**config.mk**
```make
export PLATFORM = sky130hd
export DESIGN_NAME = axi_rsp_arbiter_flat
export DESIGN_NICKNAME = d
export VERILOG_FILES = /design/src/rtl/axi_bfm_pkg.sv /design/src/rtl/axi_rsp_arbiter_if.sv /design/src/rtl/rsp_pkt_pack.sv /design/src/rtl/axi_rsp_arbiter.sv /design/src/flat_wrapper.sv
export SDC_FILE = /design/constraint.sdc
export NUM_CORES = 1
export LEC_CHECK = 0
export BUFFER_PORTS_ARGS = -buffer_cell sky130_fd_sc_hd__buf_4
export CAP_MARGIN = 5
export CORE_MARGIN = 2
export CORE_UTILIZATION = 49
export DETAILED_ROUTE_END_ITERATION = 8
export HOLD_SLACK_MARGIN = 0.08
export PLACE_DENSITY = 0.86
export SYNTH_ARGS = -nofsm -noshare
export SYNTH_HDL_FRONTEND = slang
export SYNTH_SLANG_ARGS = --single-unit
export TNS_END_PERCENT = 50
```
**constraint.sdc**
```tcl
create_clock -name clk -period 6.2 [get_ports clk]
set_input_delay 1.24 -clock clk [delete_from_list [all_inputs] [get_ports clk]]
set_output_delay 1.24 -clock clk [all_outputs]
set_load 0.005 [all_outputs]
```
**src/rtl/axi_bfm_pkg.sv**
```systemverilog
// Shared constants for the AXI BFM response path:
// packet framing bytes, field positions and arbiter states.
package axi_bfm_pkg;

    localparam logic [7:0] SOP    = 8'hAA;
    localparam logic [7:0] EOP    = 8'h53;
    localparam logic [7:0] TYPE_B = 8'h01;
    localparam logic [7:0] TYPE_R = 8'h02;

    localparam int SOP_LSB  = 120;
    localparam int TYPE_LSB = 112;
    localparam int ID_LSB   = 108;
    localparam int RESP_LSB = 104;
    localparam int DATA_LSB = 72;
    localparam int LAST_LSB = 64;
    localparam int EOP_LSB  = 0;

    localparam logic [1:0] ST_IDLE  = 2'd0;
    localparam logic [1:0] ST_GNT_B = 2'd1;
    localparam logic [1:0] ST_GNT_R = 2'd2;

    localparam logic SRC_B = 1'b0;
    localparam logic SRC_R = 1'b1;

endpackage

```
**src/rtl/axi_rsp_arbiter_if.sv**
```systemverilog
// B/R response channels plus the response FIFO write port,
// seen from the sources (master) and the arbiter (slave).
interface axi_rsp_arbiter_if #(
    parameter int ID_W   = 4,
    parameter int DATA_W = 32
);
    logic              b_valid;
    logic              b_ready;
    logic [ID_W-1:0]   bid;
    logic [3:0]        bresp;
    logic              r_valid;
    logic              r_ready;
    logic [ID_W-1:0]   rid;
    logic [DATA_W-1:0] rdata;
    logic [3:0]        rresp;
    logic              rlast;
    logic              fifo_afull;
    logic              write_enable;
    logic [127:0]      fifo_wdata;

    modport master (
        output b_valid, bid, bresp,
        output r_valid, rid, rdata, rresp, rlast,
        output fifo_afull,
        input  b_ready, r_ready, write_enable, fifo_wdata
    );

    modport slave (
        input  b_valid, bid, bresp,
        input  r_valid, rid, rdata, rresp, rlast,
        input  fifo_afull,
        output b_ready, r_ready, write_enable, fifo_wdata
    );
endinterface

```
**src/rtl/rsp_pkt_pack.sv**
```systemverilog
// Packs the granted source's fields into one
// SOP/EOP-framed 128-bit FIFO word.
module rsp_pkt_pack
    import axi_bfm_pkg::*;
#(
    parameter int ID_W   = 4,
    parameter int DATA_W = 32
) (
    input  logic              sel_r,
    input  logic [ID_W-1:0]   bid,
    input  logic [3:0]        bresp,
    input  logic [ID_W-1:0]   rid,
    input  logic [DATA_W-1:0] rdata,
    input  logic [3:0]        rresp,
    input  logic              rlast,
    output logic [127:0]      word
);

    // Unused fields stay zero; narrow ID/data are zero-extended.
    always_comb begin
        word                 = '0;
        word[SOP_LSB +: 8]   = SOP;
        word[EOP_LSB +: 8]   = EOP;
        if (sel_r) begin
            word[TYPE_LSB +: 8]  = TYPE_R;
            word[ID_LSB +: 4]    = 4'(rid);
            word[RESP_LSB +: 4]  = rresp;
            word[DATA_LSB +: 32] = 32'(rdata);
            word[LAST_LSB]       = rlast;
        end else begin
            word[TYPE_LSB +: 8]  = TYPE_B;
            word[ID_LSB +: 4]    = 4'(bid);
            word[RESP_LSB +: 4]  = bresp;
        end
    end

endmodule

```
**src/rtl/axi_rsp_arbiter.sv**
```systemverilog
// Round-robin B/R arbiter feeding the response FIFO through
// a registered push stage; R bursts are never interleaved.
module axi_rsp_arbiter
    import axi_bfm_pkg::*;
#(
    parameter int ID_W   = 4,
    parameter int DATA_W = 32,
    parameter int CNT_W  = 16
) (
    input  logic             clk,
    input  logic             rst_n,
    axi_rsp_arbiter_if.slave bus,
    output logic [CNT_W-1:0] b_pkt_cnt,
    output logic [CNT_W-1:0] r_beat_cnt,
    output logic             r_busy
);

    logic [1:0]   state;
    logic [1:0]   state_nxt;
    logic         last_gnt;
    logic         b_acc;
    logic         r_acc;
    logic [127:0] pkt;

    function automatic logic [1:0] pick(
        input logic bv,
        input logic rv,
        input logic favour_r
    );
        if (bv && rv) return favour_r ? ST_GNT_R : ST_GNT_B;
        if (bv)       return ST_GNT_B;
        if (rv)       return ST_GNT_R;
        return ST_IDLE;
    endfunction

    assign bus.b_ready = (state == ST_GNT_B) & bus.b_valid
                       & ~bus.fifo_afull;
    assign bus.r_ready = (state == ST_GNT_R) & bus.r_valid
                       & ~bus.fifo_afull;
    assign b_acc = bus.b_valid & bus.b_ready;
    assign r_acc = bus.r_valid & bus.r_ready;

    // Next grant: fair from idle, favour the other source after a packet.
    always_comb begin
        state_nxt = state;
        unique case (1'b1)
            (state == ST_GNT_B): begin
                if (b_acc)
                    state_nxt = pick(bus.b_valid, bus.r_valid, 1'b1);
                else if (!bus.b_valid)
                    state_nxt = ST_IDLE;
            end
            (state == ST_GNT_R): begin
                if (r_acc && bus.rlast)
                    state_nxt = pick(bus.b_valid, bus.r_valid, 1'b0);
                else if (!bus.r_valid && !r_busy)
                    state_nxt = ST_IDLE;
            end
            default:
                state_nxt = pick(bus.b_valid, bus.r_valid,
                                 last_gnt == SRC_B);
        endcase
    end

    // Grant state and the source that most recently won.
    always_ff @(posedge clk or negedge rst_n) begin
        if (!rst_n) begin
            state    <= ST_IDLE;
            last_gnt <= SRC_R;
        end else begin
            state <= state_nxt;
            if (state_nxt == ST_GNT_B) last_gnt <= SRC_B;
            if (state_nxt == ST_GNT_R) last_gnt <= SRC_R;
        end
    end

    // Burst tracking: busy between first accepted beat and rlast.
    always_ff @(posedge clk or negedge rst_n) begin
        if (!rst_n)     r_busy <= 1'b0;
        else if (r_acc) r_busy <= ~bus.rlast;
    end

    // Wrapping packet and beat counters.
    always_ff @(posedge clk or negedge rst_n) begin
        if (!rst_n) begin
            b_pkt_cnt  <= '0;
            r_beat_cnt <= '0;
        end else begin
            if (b_acc) b_pkt_cnt  <= b_pkt_cnt + 1'b1;
            if (r_acc) r_beat_cnt <= r_beat_cnt + 1'b1;
        end
    end

    rsp_pkt_pack #(
        .ID_W   (ID_W),
        .DATA_W (DATA_W)
    ) u_pack (
        .sel_r (state == ST_GNT_R),
        .bid   (bus.bid),
        .bresp (bus.bresp),
        .rid   (bus.rid),
        .rdata (bus.rdata),
        .rresp (bus.rresp),
        .rlast (bus.rlast),
        .word  (pkt)
    );

    // Registered FIFO push; data holds when nothing is pushed.
    always_ff @(posedge clk or negedge rst_n) begin
        if (!rst_n) begin
            bus.write_enable <= 1'b0;
            bus.fifo_wdata   <= '0;
        end else begin
            bus.write_enable <= b_acc | r_acc;
            if (b_acc | r_acc) bus.fifo_wdata <= pkt;
        end
    end

endmodule
```
**src/flat_wrapper.sv**
```systemverilog
// flat-port wrapper written by rule: the top's interface ports become plain ports
module axi_rsp_arbiter_flat import axi_bfm_pkg::*;
#(
    parameter int ID_W   = 4,
    parameter int DATA_W = 32,
    parameter int CNT_W  = 16
)
  (clk, rst_n, b_pkt_cnt, r_beat_cnt, r_busy, bus_b_valid, bus_bid, bus_bresp, bus_r_valid, bus_rid, bus_rdata, bus_rresp, bus_rlast, bus_fifo_afull, bus_b_ready, bus_r_ready, bus_write_enable, bus_fifo_wdata);
  axi_rsp_arbiter_if #(.ID_W(ID_W), .DATA_W(DATA_W)) bus_i ();
  input  logic clk;
  input  logic rst_n;
  output logic [CNT_W-1:0] b_pkt_cnt;
  output logic [CNT_W-1:0] r_beat_cnt;
  output logic r_busy;
  input wire logic [$bits(bus_i.b_valid)-1:0] bus_b_valid;
  input wire logic [$bits(bus_i.bid)-1:0] bus_bid;
  input wire logic [$bits(bus_i.bresp)-1:0] bus_bresp;
  input wire logic [$bits(bus_i.r_valid)-1:0] bus_r_valid;
  input wire logic [$bits(bus_i.rid)-1:0] bus_rid;
  input wire logic [$bits(bus_i.rdata)-1:0] bus_rdata;
  input wire logic [$bits(bus_i.rresp)-1:0] bus_rresp;
  input wire logic [$bits(bus_i.rlast)-1:0] bus_rlast;
  input wire logic [$bits(bus_i.fifo_afull)-1:0] bus_fifo_afull;
  output wire logic [$bits(bus_i.b_ready)-1:0] bus_b_ready;
  output wire logic [$bits(bus_i.r_ready)-1:0] bus_r_ready;
  output wire logic [$bits(bus_i.write_enable)-1:0] bus_write_enable;
  output wire logic [$bits(bus_i.fifo_wdata)-1:0] bus_fifo_wdata;
  assign bus_i.b_valid = bus_b_valid;
  assign bus_i.bid = bus_bid;
  assign bus_i.bresp = bus_bresp;
  assign bus_i.r_valid = bus_r_valid;
  assign bus_i.rid = bus_rid;
  assign bus_i.rdata = bus_rdata;
  assign bus_i.rresp = bus_rresp;
  assign bus_i.rlast = bus_rlast;
  assign bus_i.fifo_afull = bus_fifo_afull;
  assign bus_b_ready = bus_i.b_ready;
  assign bus_r_ready = bus_i.r_ready;
  assign bus_write_enable = bus_i.write_enable;
  assign bus_fifo_wdata = bus_i.fifo_wdata;
  axi_rsp_arbiter #(.ID_W(ID_W), .DATA_W(DATA_W), .CNT_W(CNT_W)) u_core (.clk(clk), .rst_n(rst_n), .bus(bus_i), .b_pkt_cnt(b_pkt_cnt), .r_beat_cnt(r_beat_cnt), .r_busy(r_busy));
endmodule
```
After elaboration in Yosys (flattened, before gate mapping)

Cells that the tools add are included.

Flip-flop bits (word level): 91
Bits in latches: 0
Bits in writable memories: 0
Bits in read-only memories: 0
Input bits: 54
Output and inout port bits: 164
Logic and storage cells: 85
Memories: 0

Add/subtract/negate cells: 2
Multiply operators: 0
Div/mod/pow operators: 0
$lt $le $gt $ge: 0
Equal/unequal tests: 4
Shift-type cells: 0
Multiplexer cells: 56
Bitwise gates (word level): 9
Reductions and logical operators: 7

Operator list:

| cell                                                             | number |
|---|---|
| 2-bit 2-to-1 mux                                                 | 23 |
| 16-bit by 1-bit adder with 16-bit output (second input constant) | 2 |
| 32-bit 2-to-1 mux                                                | 1 |
| 1-bit 2-to-1 mux                                                 | 30 |
| 10-bit 2-to-1 mux                                                | 1 |
| 1-bit AND                                                        | 6 |
| 2-bit by 1-bit == test with 1-bit output (second input constant) | 2 |
| 2-bit == test (second input constant)                            | 2 |
| 2-bit case mux with 2 select lines                               | 1 |
| 1-bit logical AND                                                | 3 |
| 1-bit logical NOT                                                | 2 |
| 1-bit NOT                                                        | 2 |
| 2-bit nonzero test                                               | 1 |
| 2-bit OR reduction                                               | 1 |
| 1-bit bitwise OR                                                 | 1 |

Longest topological paths before layout

Depth after elaboration: 22
Depth in mapped cells: 10
Depth with buffers taken out: 8

Cells and area by module

Synthesis repeated with hierarchy kept, for this count alone.

Cell total of the unflattened synthesis: 558
Area total of the unflattened synthesis: 8,029.0 sq um

By module, submodules not included:

| module          | times used | cells each | area an instance (sq um) | sequential area each (sq um) |
|---|---|---|---|---|
| axi_rsp_arbiter | 1          | 424        | 7,021.7                  | 4,130.2 |
| rsp_pkt_pack    | 1          | 134        | 1,007.2                  | 0.0 |

Worst setup path after synthesis

No wires, ideal clock.

Kind: input to output
From: in bus_fifo_afull
To: out bus_b_ready
Arrival time: 1,618 ps
Data required time: 4,960 ps
Path slack: 3,342 ps
Cell stages on the path: 2
Path buffers: 0
Cells stage by stage: nand3b_1 > inv_1

Word-level cells in the longest chain between the ends: 2

RTL lines:

| element            | line                  | source |
|---|---|---|
| start: declaration | flat_wrapper.sv:23    | `input wire logic [$bits(bus_i.fifo_afull)-1:0] bus_fifo_afull;` |
| 1-bit NOT          | axi_rsp_arbiter.sv:37 | `& ~bus.fifo_afull;` |
| 1-bit AND          | axi_rsp_arbiter.sv:37 |  |
| end: declaration   | flat_wrapper.sv:24    | `output wire logic [$bits(bus_i.b_ready)-1:0] bus_b_ready;` |

No other way between the ends.

Final worst setup path

From: reg u_core.state[0]
To: out bus_r_ready

Word-level cells in the longest chain between the ends: 3

RTL lines:

| element                  | line                  | source |
|---|---|---|
| start: declaration       | axi_rsp_arbiter.sv:18 | `logic [1:0] state;` |
| start signal: assignment | axi_rsp_arbiter.sv:71 | `state <= state_nxt;` |
| 2-bit == test            | axi_rsp_arbiter.sv:38 | `assign bus.r_ready = (state == ST_GNT_R) & bus.r_valid` |
| 1-bit AND                | axi_rsp_arbiter.sv:38 |  |
| 1-bit AND                | axi_rsp_arbiter.sv:39 | `& ~bus.fifo_afull;` |
| end: declaration         | flat_wrapper.sv:25    | `output wire logic [$bits(bus_i.r_ready)-1:0] bus_r_ready;` |

No other way between the ends.

==> results.cfg <==
[global_route]
grt_antenna_before_repair = 0
grt_max_degree = 82
grt.total_usage_pct = 18.40
grt_overflow = 0
grt_pass1_wl_um = 13400
grt_pass1_vias = 3005

[pwr]
leakagePower_nw = 2.845
power.net_switching_mw = 0.5415
clockPowerShare_pct = 23.2
p_per_area_nw_per_um2 = 324.5
combPwrFrac_pct = 32.0
power.total_mw = 1.657
irDropWorstVdd_uv = 233.1
sequentialPowerShare_pct = 44.8
swShare_pct = 32.68
p_int_mw = 1.115

[synthesis]
synth_edf_count = 0
async_flop_share_pct = 100.0
synth_top_area_share_pct = 48.57
yosysWarnings = 0
synth-seq-cells = 81
ys_types = 40
yosys-top-cells-area = dfrtp_1 49%, buf_4 15%, nand2_1 8.7%
ys_seq_area_share_pct = 49.21
synth_area_leader_cell = dfrtp_1
syn_inst = 432
syn-cell-area_um2 = 4121
syn_avg_cell_area_um2 = 9.540
ys.flop_type = dfrtp_1

[place]
io_buffers = 140
dpl.hpwl_um = 6126
gp_congestion = 0.7966

[finish]
regArea_um2 = 2028
multiInputGateArea_um2 = 1653
drive_above_1_share_pct = 28.98
nets = 620
final_util_pct = 62.46
fill_cells = 685
mostFrequentLayoutCells = 141 x buf_4, 96 x nand2_1, 80 x dfrtp_1
diodes = 0
area_growth_pct = 23.89
final_common_cell = buf_4

[clock_network]
clock_path_buffers = 2
post_cts_resized = 0
tritoncts = built
path_clk_slew_ns = 0.08
cts_root_buf = clkbuf_8
htree_levels = 3
cts_setup_buffers = 0
cts_sinks = 81
worst_skew_pair.late_latency_ns = 0.33
postCtsHoldBufs = 0
cts_buffers = 9

[sta]
setup-tns-final_ns = 0
skew_ns = 0.009504
worst_pin_slew_ns = 1.116
setup_viol = 0
slew_headroom_pct = 25.14
rsz0062_at_grt = no
hold_viol_final = 0
slew_violations = 0
clock.fmax_mhz = 294.6
period_needed_ns = 3.394
finalCritPeriodShare_pct = 54.74

[setup_path]
cp.required_ns = 4.96
crit_fanout = 47
crit_top_cell = inv_1
reg2reg_depth = 8
slowest_stage = ha_2
cp_cell_sequence = inv_1 > ha_2 > nand3b_4 > inv_1 > buf_4
slowest_delay_ns = 0.76
path_buf_inv = 3
worst-path-stages = 5
r2r_start = u_core.state[0]
crit_family = adder cells
cp_data_arrival_time_ns = 2.15
critPathLaunchType = register
crit_path_end_kind = primary output
critPathLaunch = u_core.state[0]
path_class = reg -> out

[hold_path]
hp-start = u_core.bus.fifo_wdata[99]
min_path_type = reg -> reg
hold_depth = 2

[route]
wl_um = 8472
firstDrtPassIters = 5
ant_nets = 0
wl_per_cell_um = 12.63
vias_per_cell = 4.715
vias = 3164
drtIter0Drc = 145
drc_errors = 0

[floorplanning]
die-width_um = 95.71
die-area_um2 = 9160
core_um2 = 8175
die_h_um = 95.71
rows = 33
io_pins = 218
start_util_pct = 50.41

[flow_run]
drv_cap = 0

[run_status]
status = finished clean
## power groups by stage
| stage | logic [mW] | registers [mW] | clock network, mW |
|---|---|---|---|
| 3_5_place_dp | 0.537 | 0.750 | 0 |
| 2_1_floorplan | 0.294 | 0.746 | 0 |
| 6_report | 0.530 | 0.742 | 0.385 |
| 4_1_cts | 0.536 | 0.743 | 0.403 |
| 3_3_place_gp | 0.515 | 0.748 | 0 |
| 5_1_grt | 0.599 | 0.761 | 0.424 |
## cell type report
cell class              instances  share of cell area [%]
clock buffers                  10                   2.695
clock inverters                 6                   1.323
inverters                       8                  0.5881
multi-input cells             320                   32.37
flip-flops and latches         81                   39.72
well taps                     105                   2.573
repair buffers                141                   20.73
## cell usage after synthesis (3+ instances only)
library cell  count
a21o_1            3
a22oi_1           8
buf_1             4
buf_2             6
buf_4            85
clkbuf_1          4
dfrtp_1          80
ha_1              5
inv_1             7
nand2_1          96
nand3_1          47
nand4_1           7
nor2_1           11
nor3_1            7
o21ai_0           3
xnor2_1          19
xor2_1           11
## sequential cells by signal, indices dropped and copies added, names as in the netlist
signal	count
u_core.b_pkt_cnt	16
u_core.bus.fifo_wdata	44
u_core.bus.write_enable	1
u_core.last_gnt	1
u_core.r_beat_cnt	16
u_core.r_busy	1
u_core.state	2
## stage by stage
| step | instance area [um^2] | hold slack [ns] | setup WS [ns] | instances |
|---|---|---|---|---|
| final | 5106 | 0.4755 | 2.806 | 671 |
| after CTS | 5106 | 0.4787 | 2.784 | 671 |
| after detailed placement | 4901 | 0.4591 | 2.555 | 655 |
| after global placement | 4901 | 0.4512 | 2.687 | 655 |
| after global routing | 5106 | 0.5012 | 2.557 | 671 |
| after floorplan | 4407 | 0.4628 | 3.342 | 508 |
## tightest hold or removal path, stage by stage, from the launching register on
cell,delay (ns)
dfrtp_1,0.35
nand2_1,0.05
nand2_1,0.05
## path summary, 6_finish.rpt
kind	end	slack, ns
max in group asynchronous	u_core.b_pkt_cnt[1]	4.47
max reg2reg	u_core.bus.fifo_wdata[107]	2.91
max	bus_r_ready	2.81
min	u_core.bus.fifo_wdata[99]	0.48
min in group asynchronous	u_core.r_beat_cnt[6]	1.06
min reg2reg	u_core.bus.fifo_wdata[99]	0.48
## layer usage
metal | vias up | part of all wire (%) | routed length (um) | GRT usage, %
met3 | 6 | 7.3 | 616 | 4.620
met4 | 0 | 0.72 | 61 | 6.905
met5 | - | 0 | 0 | 0
met2 | 131 | 52 | 4428 | 32.05
met1 | 1510 | 40 | 3366 | 21.93
li1 | 1517 | - | - | -
## cell families after synthesis
family,count (synthesis),synth area share [%]
compound gates,20,3.491
buf+inv,107,17.67
xor+xnor,30,6.375
other cells,1,0.09099
mux,2,0.5464
simple gates,186,21.10
flops,81,49.21
fa+ha+maj,5,1.518
No activity file was read; power rests on OpenSTA's default activity.
